**src/rtl/rom_loader_pkg.sv**
```systemverilog
// Shared constants for the boot-time ROM loader: FSM state encodings and the
// default instruction-ROM word-address width.
package rom_loader_pkg;

   localparam int ROM_ADDR_WIDTH = 17;

   typedef logic [2:0] ld_state_t;

   localparam ld_state_t ROM_LD_CNT_HI = 3'd0;
   localparam ld_state_t ROM_LD_CNT_LO = 3'd1;
   localparam ld_state_t ROM_LD_DATA   = 3'd2;
   localparam ld_state_t ROM_LD_CSUM   = 3'd3;
   localparam ld_state_t ROM_LD_DONE   = 3'd4;
   localparam ld_state_t ROM_LD_ERROR  = 3'd5;

   // States in which the loader still consumes stream bytes.
   function automatic logic is_loading(input ld_state_t st);
      return (st == ROM_LD_CNT_HI) || (st == ROM_LD_CNT_LO) ||
             (st == ROM_LD_DATA)   || (st == ROM_LD_CSUM);
   endfunction

endpackage

```
**src/rtl/rom_word_assembler.sv**
```systemverilog
// Packs instruction bytes MSB-first into 32-bit words and keeps the running
// XOR of every byte it has taken in.
module rom_word_assembler (
   input  logic        clk,
   input  logic        rst,
   input  logic        byte_en,
   input  logic [7:0]  byte_data,
   output logic        word_ready,
   output logic [31:0] word,
   output logic [7:0]  csum
);

   logic [23:0] shift_q;
   logic [1:0]  cnt_q;
   logic [7:0]  csum_q;

   // NOTE: the shift register is reset along with the counter so a word
   // abandoned by a mid-load reset can never leak into the next image.
   always_ff @(posedge clk) begin
      if (rst) begin
         shift_q <= '0;
         cnt_q   <= '0;
         csum_q  <= '0;
      end else if (byte_en) begin
         shift_q <= {shift_q[15:0], byte_data};
         cnt_q   <= cnt_q + 2'd1;
         csum_q  <= csum_q ^ byte_data;
      end
   end

   // The fourth byte completes the word in the same cycle it is accepted.
   assign word_ready = byte_en && (cnt_q == 2'd3);
   assign word       = {shift_q, byte_data};
   assign csum       = csum_q;

endmodule

```
**src/rtl/rom_loader.sv**
```systemverilog
// Boot loader: streams a counted, checksummed image into the instruction ROM
// and holds the core in reset until the image is known good.
module rom_loader
   import rom_loader_pkg::*;
#(
   parameter int ADDR_WIDTH = ROM_ADDR_WIDTH
) (
   input  logic                  clk,
   input  logic                  rst,
   input  logic                  byte_valid_i,
   input  logic [7:0]            byte_data_i,
   output logic                  byte_ready_o,
   output logic                  rom_we_o,
   output logic [ADDR_WIDTH-1:0] rom_waddr_o,
   output logic [31:0]           rom_wdata_o,
   output logic                  cpu_rst_o,
   output logic                  done_o,
   output logic                  err_o
);

   localparam logic [31:0] CAPACITY = 32'd1 << ADDR_WIDTH;

   ld_state_t             state_q;
   logic [7:0]            cnt_hi_q;
   logic [15:0]           n_words_q;
   logic [ADDR_WIDTH:0]   word_idx_q;
   logic [ADDR_WIDTH:0]   idx_inc;
   logic [15:0]           count_n;
   logic                  accept;
   logic                  asm_en;
   logic                  word_ready;
   logic [31:0]           word;
   logic [7:0]            csum;

   // NOTE: ready is a function of state only; looking at byte_valid_i here
   // would create a combinational valid->ready loop with the upstream source.
   assign byte_ready_o = !rst && is_loading(state_q);
   assign accept       = byte_valid_i && byte_ready_o;
   assign asm_en       = accept && (state_q == ROM_LD_DATA);
   assign count_n      = {cnt_hi_q, byte_data_i};
   assign idx_inc      = word_idx_q + {{ADDR_WIDTH{1'b0}}, 1'b1};

   rom_word_assembler u_asm (
      .clk        (clk),
      .rst        (rst),
      .byte_en    (asm_en),
      .byte_data  (byte_data_i),
      .word_ready (word_ready),
      .word       (word),
      .csum       (csum)
   );

   always_ff @(posedge clk) begin
      if (rst) begin
         state_q     <= ROM_LD_CNT_HI;
         cnt_hi_q    <= '0;
         n_words_q   <= '0;
         word_idx_q  <= '0;
         rom_we_o    <= 1'b0;
         rom_waddr_o <= '0;
         rom_wdata_o <= '0;
         cpu_rst_o   <= 1'b1;
         done_o      <= 1'b0;
         err_o       <= 1'b0;
      end else begin
         rom_we_o <= 1'b0;
         if (accept) begin
            case (state_q)
               ROM_LD_CNT_HI: begin
                  cnt_hi_q <= byte_data_i;
                  state_q  <= ROM_LD_CNT_LO;
               end
               ROM_LD_CNT_LO: begin
                  n_words_q <= count_n;
                  if ({16'b0, count_n} > CAPACITY) begin
                     state_q <= ROM_LD_ERROR;
                     err_o   <= 1'b1;
                  end else if (count_n == 16'd0) begin
                     state_q <= ROM_LD_CSUM;
                  end else begin
                     state_q <= ROM_LD_DATA;
                  end
               end
               ROM_LD_DATA: begin
                  if (word_ready) begin
                     rom_we_o    <= 1'b1;
                     rom_waddr_o <= word_idx_q[ADDR_WIDTH-1:0];
                     rom_wdata_o <= word;
                     word_idx_q  <= idx_inc;
                     if (32'(idx_inc) == 32'(n_words_q)) state_q <= ROM_LD_CSUM;
                  end
               end
               ROM_LD_CSUM: begin
                  if (byte_data_i == csum) begin
                     state_q   <= ROM_LD_DONE;
                     cpu_rst_o <= 1'b0;
                     done_o    <= 1'b1;
                  end else begin
                     state_q <= ROM_LD_ERROR;
                     err_o   <= 1'b1;
                  end
               end
               default: ;
            endcase
         end
      end
   end

endmodule

```
**config.mk**
```make
export PLATFORM = sky130hd
export DESIGN_NAME = rom_loader
export DESIGN_NICKNAME = d
export VERILOG_FILES = /design/src/rtl/rom_loader_pkg.sv /design/src/rtl/rom_word_assembler.sv /design/src/rtl/rom_loader.sv
export SDC_FILE = /design/constraint.sdc
export NUM_CORES = 1
export LEC_CHECK = 0
export ABC_AREA = 1
export BUFFER_PORTS_ARGS = -buffer_cell sky130_fd_sc_hd__clkbuf_2
export CORE_AREA = 2 2 124 138
export DETAILED_ROUTE_END_ITERATION = 16
export DIE_AREA = 0 0 126 140
export PLACE_DENSITY_LB_ADDON = 0.08
export REMOVE_ABC_BUFFERS = 1
export SYNTH_ARGS = -nofsm -noshare
export SYNTH_HDL_FRONTEND = slang
export SYNTH_SLANG_ARGS = --single-unit
```
**constraint.sdc**
```tcl
create_clock -name clk -period 5.1 [get_ports clk]
set_input_delay 0.255 -clock clk [delete_from_list [all_inputs] [get_ports clk]]
set_output_delay 0.255 -clock clk [all_outputs]
set_load 0.02 [all_outputs]
```
==> qor.yml <==
status: "finished clean"
power_density_nw_per_um2: 367
grt_max_degree: 107
grt_overflow: 0
required_ns: 5.37
hp-class: "in -> reg"
num_io_pins: 65
clkPwrFrac_pct: 53.2
path_max_fanout: 6
nNetsFinal: 785
place_congestion: 0.844
crit_path_end_kind: "flop"
slew_violations: 0
finalCriticalPeriod_ns: 2.23
netlist_area_um2: 5550
dp_hpwl_mm: 9.25
synth_most_common_cell: "dfxtp_1"
route.detailed.drc: 0
regArea_um2: 2640
port-buffer-count: 64
synth.distinct_cells: 36
cts.sinks: 132
antenna_found_initial: 0
vdd_drop_max_v: 0.000204
internal-power_mw: 1.91
synth_top_area_cell: "dfxtp_1"
drive_gt1_share_pct: 16.3
tightest_slew_ns: 0.935
drv_cap: 0
worstPathArrival_ns: 2.50
pwr-share-seq_pct: 43.4
start_util_pct: 34.3
final_antenna_net_count: 0
cts_buffers: 17
met2_length_mm: 6.36
core_area_um2: 16200
nFillCells: 1697
post_cts_buffers: 0
synth_warnings: 0
rsz0062_at_grt: "false"
wire_per_inst_um: 14.0
worstSetupStartpointType: "flop"
drt_iter0_drc: 228
setup_viol: 0
area_growth_pct: 19.1
ys.flop_type: "dfxtp_1"
postCtsHoldBufs: 0
post_drt_via_cell_ratio: 4.82
synth_edf_count: 0
yosysSeqAreaShare_pct: 47.6
multi_input_area_um2: 2440
comb_power_share_pct: 3.4
die_h_um: 140
synthTopCellsByCount: "132 x dfxtp_1, 101 x o21ai_0, 93 x nor2_1, 81 x nand2_1, 79 x a21oi_1"
post_cts_resized: 0
grt_pass1_wl_mm: 22.7
first_pass_iters: 4
yosysTopAreaCellShare_pct: 47.6
clock_path_buffers: 2
clk_transition_reported_paths_ns: 0.06
synth.area.top_cells: "dfxtp_1 48%, o21ai_0 9.1%, a21oi_1 7.1%"
grt_pass1_vias: 4510
die_x_um: 126
worstSetupPathType: "reg -> reg"
ys_ff_latch: 132
tritoncts: "done"
clkLatencyLatePin_ns: 0.42
skew_ns: 0.00625
hold_slack_ns: 0.186
max_freq_ghz: 0.449
groute.usage.overall_pct: 16.1
slew-limit-headroom_pct: 37.7
ctsRootBufferMaster: "clkbuf_16"
finalCritPeriodShare_pct: 43.7
via_count: 4766
syn_avg_cell_area_um2: 7.68
p_leak_nw: 2.70
drt-met1-wl_mm: 6.73
synthCells: 722
rows: 49
switchingPower_mw: 0.511
die_area_um2: 17600
async_flop_share_pct: 0
h-tree-depth: 4
antenna_cells: 0
wl_mm: 13.8
wl_met3_um: 495
finalHoldViolations: 0
swShare_pct: 21.1
tns_ns: 0
routed.top_layer: "met4"
==> placed cells by master, fill, tap and decap left out, drive strengths merged, types with 2 or more instances in the layout <==
cell    netlist  layout
nor3          3       3
xnor2         5       5
clkbuf       31      87
nand2        88      88
nand3        36      36
dfxtp       132     132
o211ai        7       7
nor4          2       2
a21oi        80      80
ha            2       2
o21bai        2       2
a31oi         2       2
nand3b        4       4
nand4        11      11
xor2          9       9
clkinv        1       6
bufinv        0       4
inv          73      72
buf           8       6
nor2        105     105
o21ai       103     103
a211oi       15      15
==> flip-flops by register name, indices dropped and copies added, names as in the netlist <==
signal	count
cnt_hi_q	8
cpu_rst_o	1
done_o	1
err_o	1
n_words_q	16
rom_waddr_o	17
rom_wdata_o	32
rom_we_o	1
state_q	3
u_asm.cnt_q	2
u_asm.csum	8
u_asm.shift_q	24
word_idx_q	18
==> path summary, 6_finish.rpt <==
path	from	to	slack, ns	cells after the start
max	word_idx_q[0]	state_q[1]	2.87	16
min	byte_data_i[2]	cnt_hi_q[2]	0.19	3
max reg2reg	word_idx_q[0]	state_q[1]	2.87	16
min reg2reg	done_o	done_o	0.45	2
==> layout make-up <==
cell class	instances	share of cell area (%)
sequential	132	40.0
inverter	74	4.22
multi-input combinational	477	37.0
tap	204	3.86
timing repair buffer	70	5.53
clock inverter	9	2.29
clock buffer	23	7.08
==> cells by family (layout without fill, tap and decap cells) <==
group,Yosys count,after routing,share of synthesized area [%]
buffers and inverters,113,176,8.28
adder cells (fa/ha/maj),2,2,0.451
flip-flops,132,132,47.6
AO/OA/AOI/OAI,211,211,20.3
XOR/XNOR,14,14,2.21
AND/OR/NAND/NOR,250,250,21.1
==> power by group through the flow <==
stage / logic (mW) / clock network (mW) / registers [mW]
6_report: 0.0816 / 1.29 / 1.05
4_1_cts: 0.0831 / 1.32 / 1.05
3_3_place_gp: 0.0824 / 0 / 1.07
5_1_grt: 0.0931 / 1.37 / 1.05
2_1_floorplan: 0.0507 / 0 / 1.07
3_5_place_dp: 0.0827 / 0 / 1.07
==> routing by layer <==
metal / up-vias / GRT usage (%)
met1: 2162 / 21.0
met3: 17 / 3.86
met5: - / 0
li1: 2509 / -
met4: 0 / 6.88
met2: 78 / 25.4
==> critical path, cell delays in order (launching register included) <==
cell     delay (ns)
dfxtp_1        0.44
ha_1           0.24
nand3_2        0.14
inv_2          0.14
nand2_2        0.09
nor2_4         0.13
nand3_1        0.08
nand2_1        0.10
nand2_1        0.05
nor2_1         0.13
nand2_1        0.10
nor2_1         0.10
nand2_1        0.08
nand2_2        0.07
nand2_1        0.05
nand2_1        0.07
a21oi_2        0.05
==> through the flow <==
step	power (mW)	worst slack (ns)	std cells	util, %	area [um^2]
after global placement	1.16	2.56	957	37.0	5990
final	2.42	2.87	989	40.8	6610
after floorplan	1.12	1.63	683	-	5370
after detailed placement	1.16	2.46	957	37.0	5990
after global routing	2.52	2.64	989	40.8	6610
after CTS	2.46	2.86	989	40.8	6610
(Power assumes the default switching activity.)
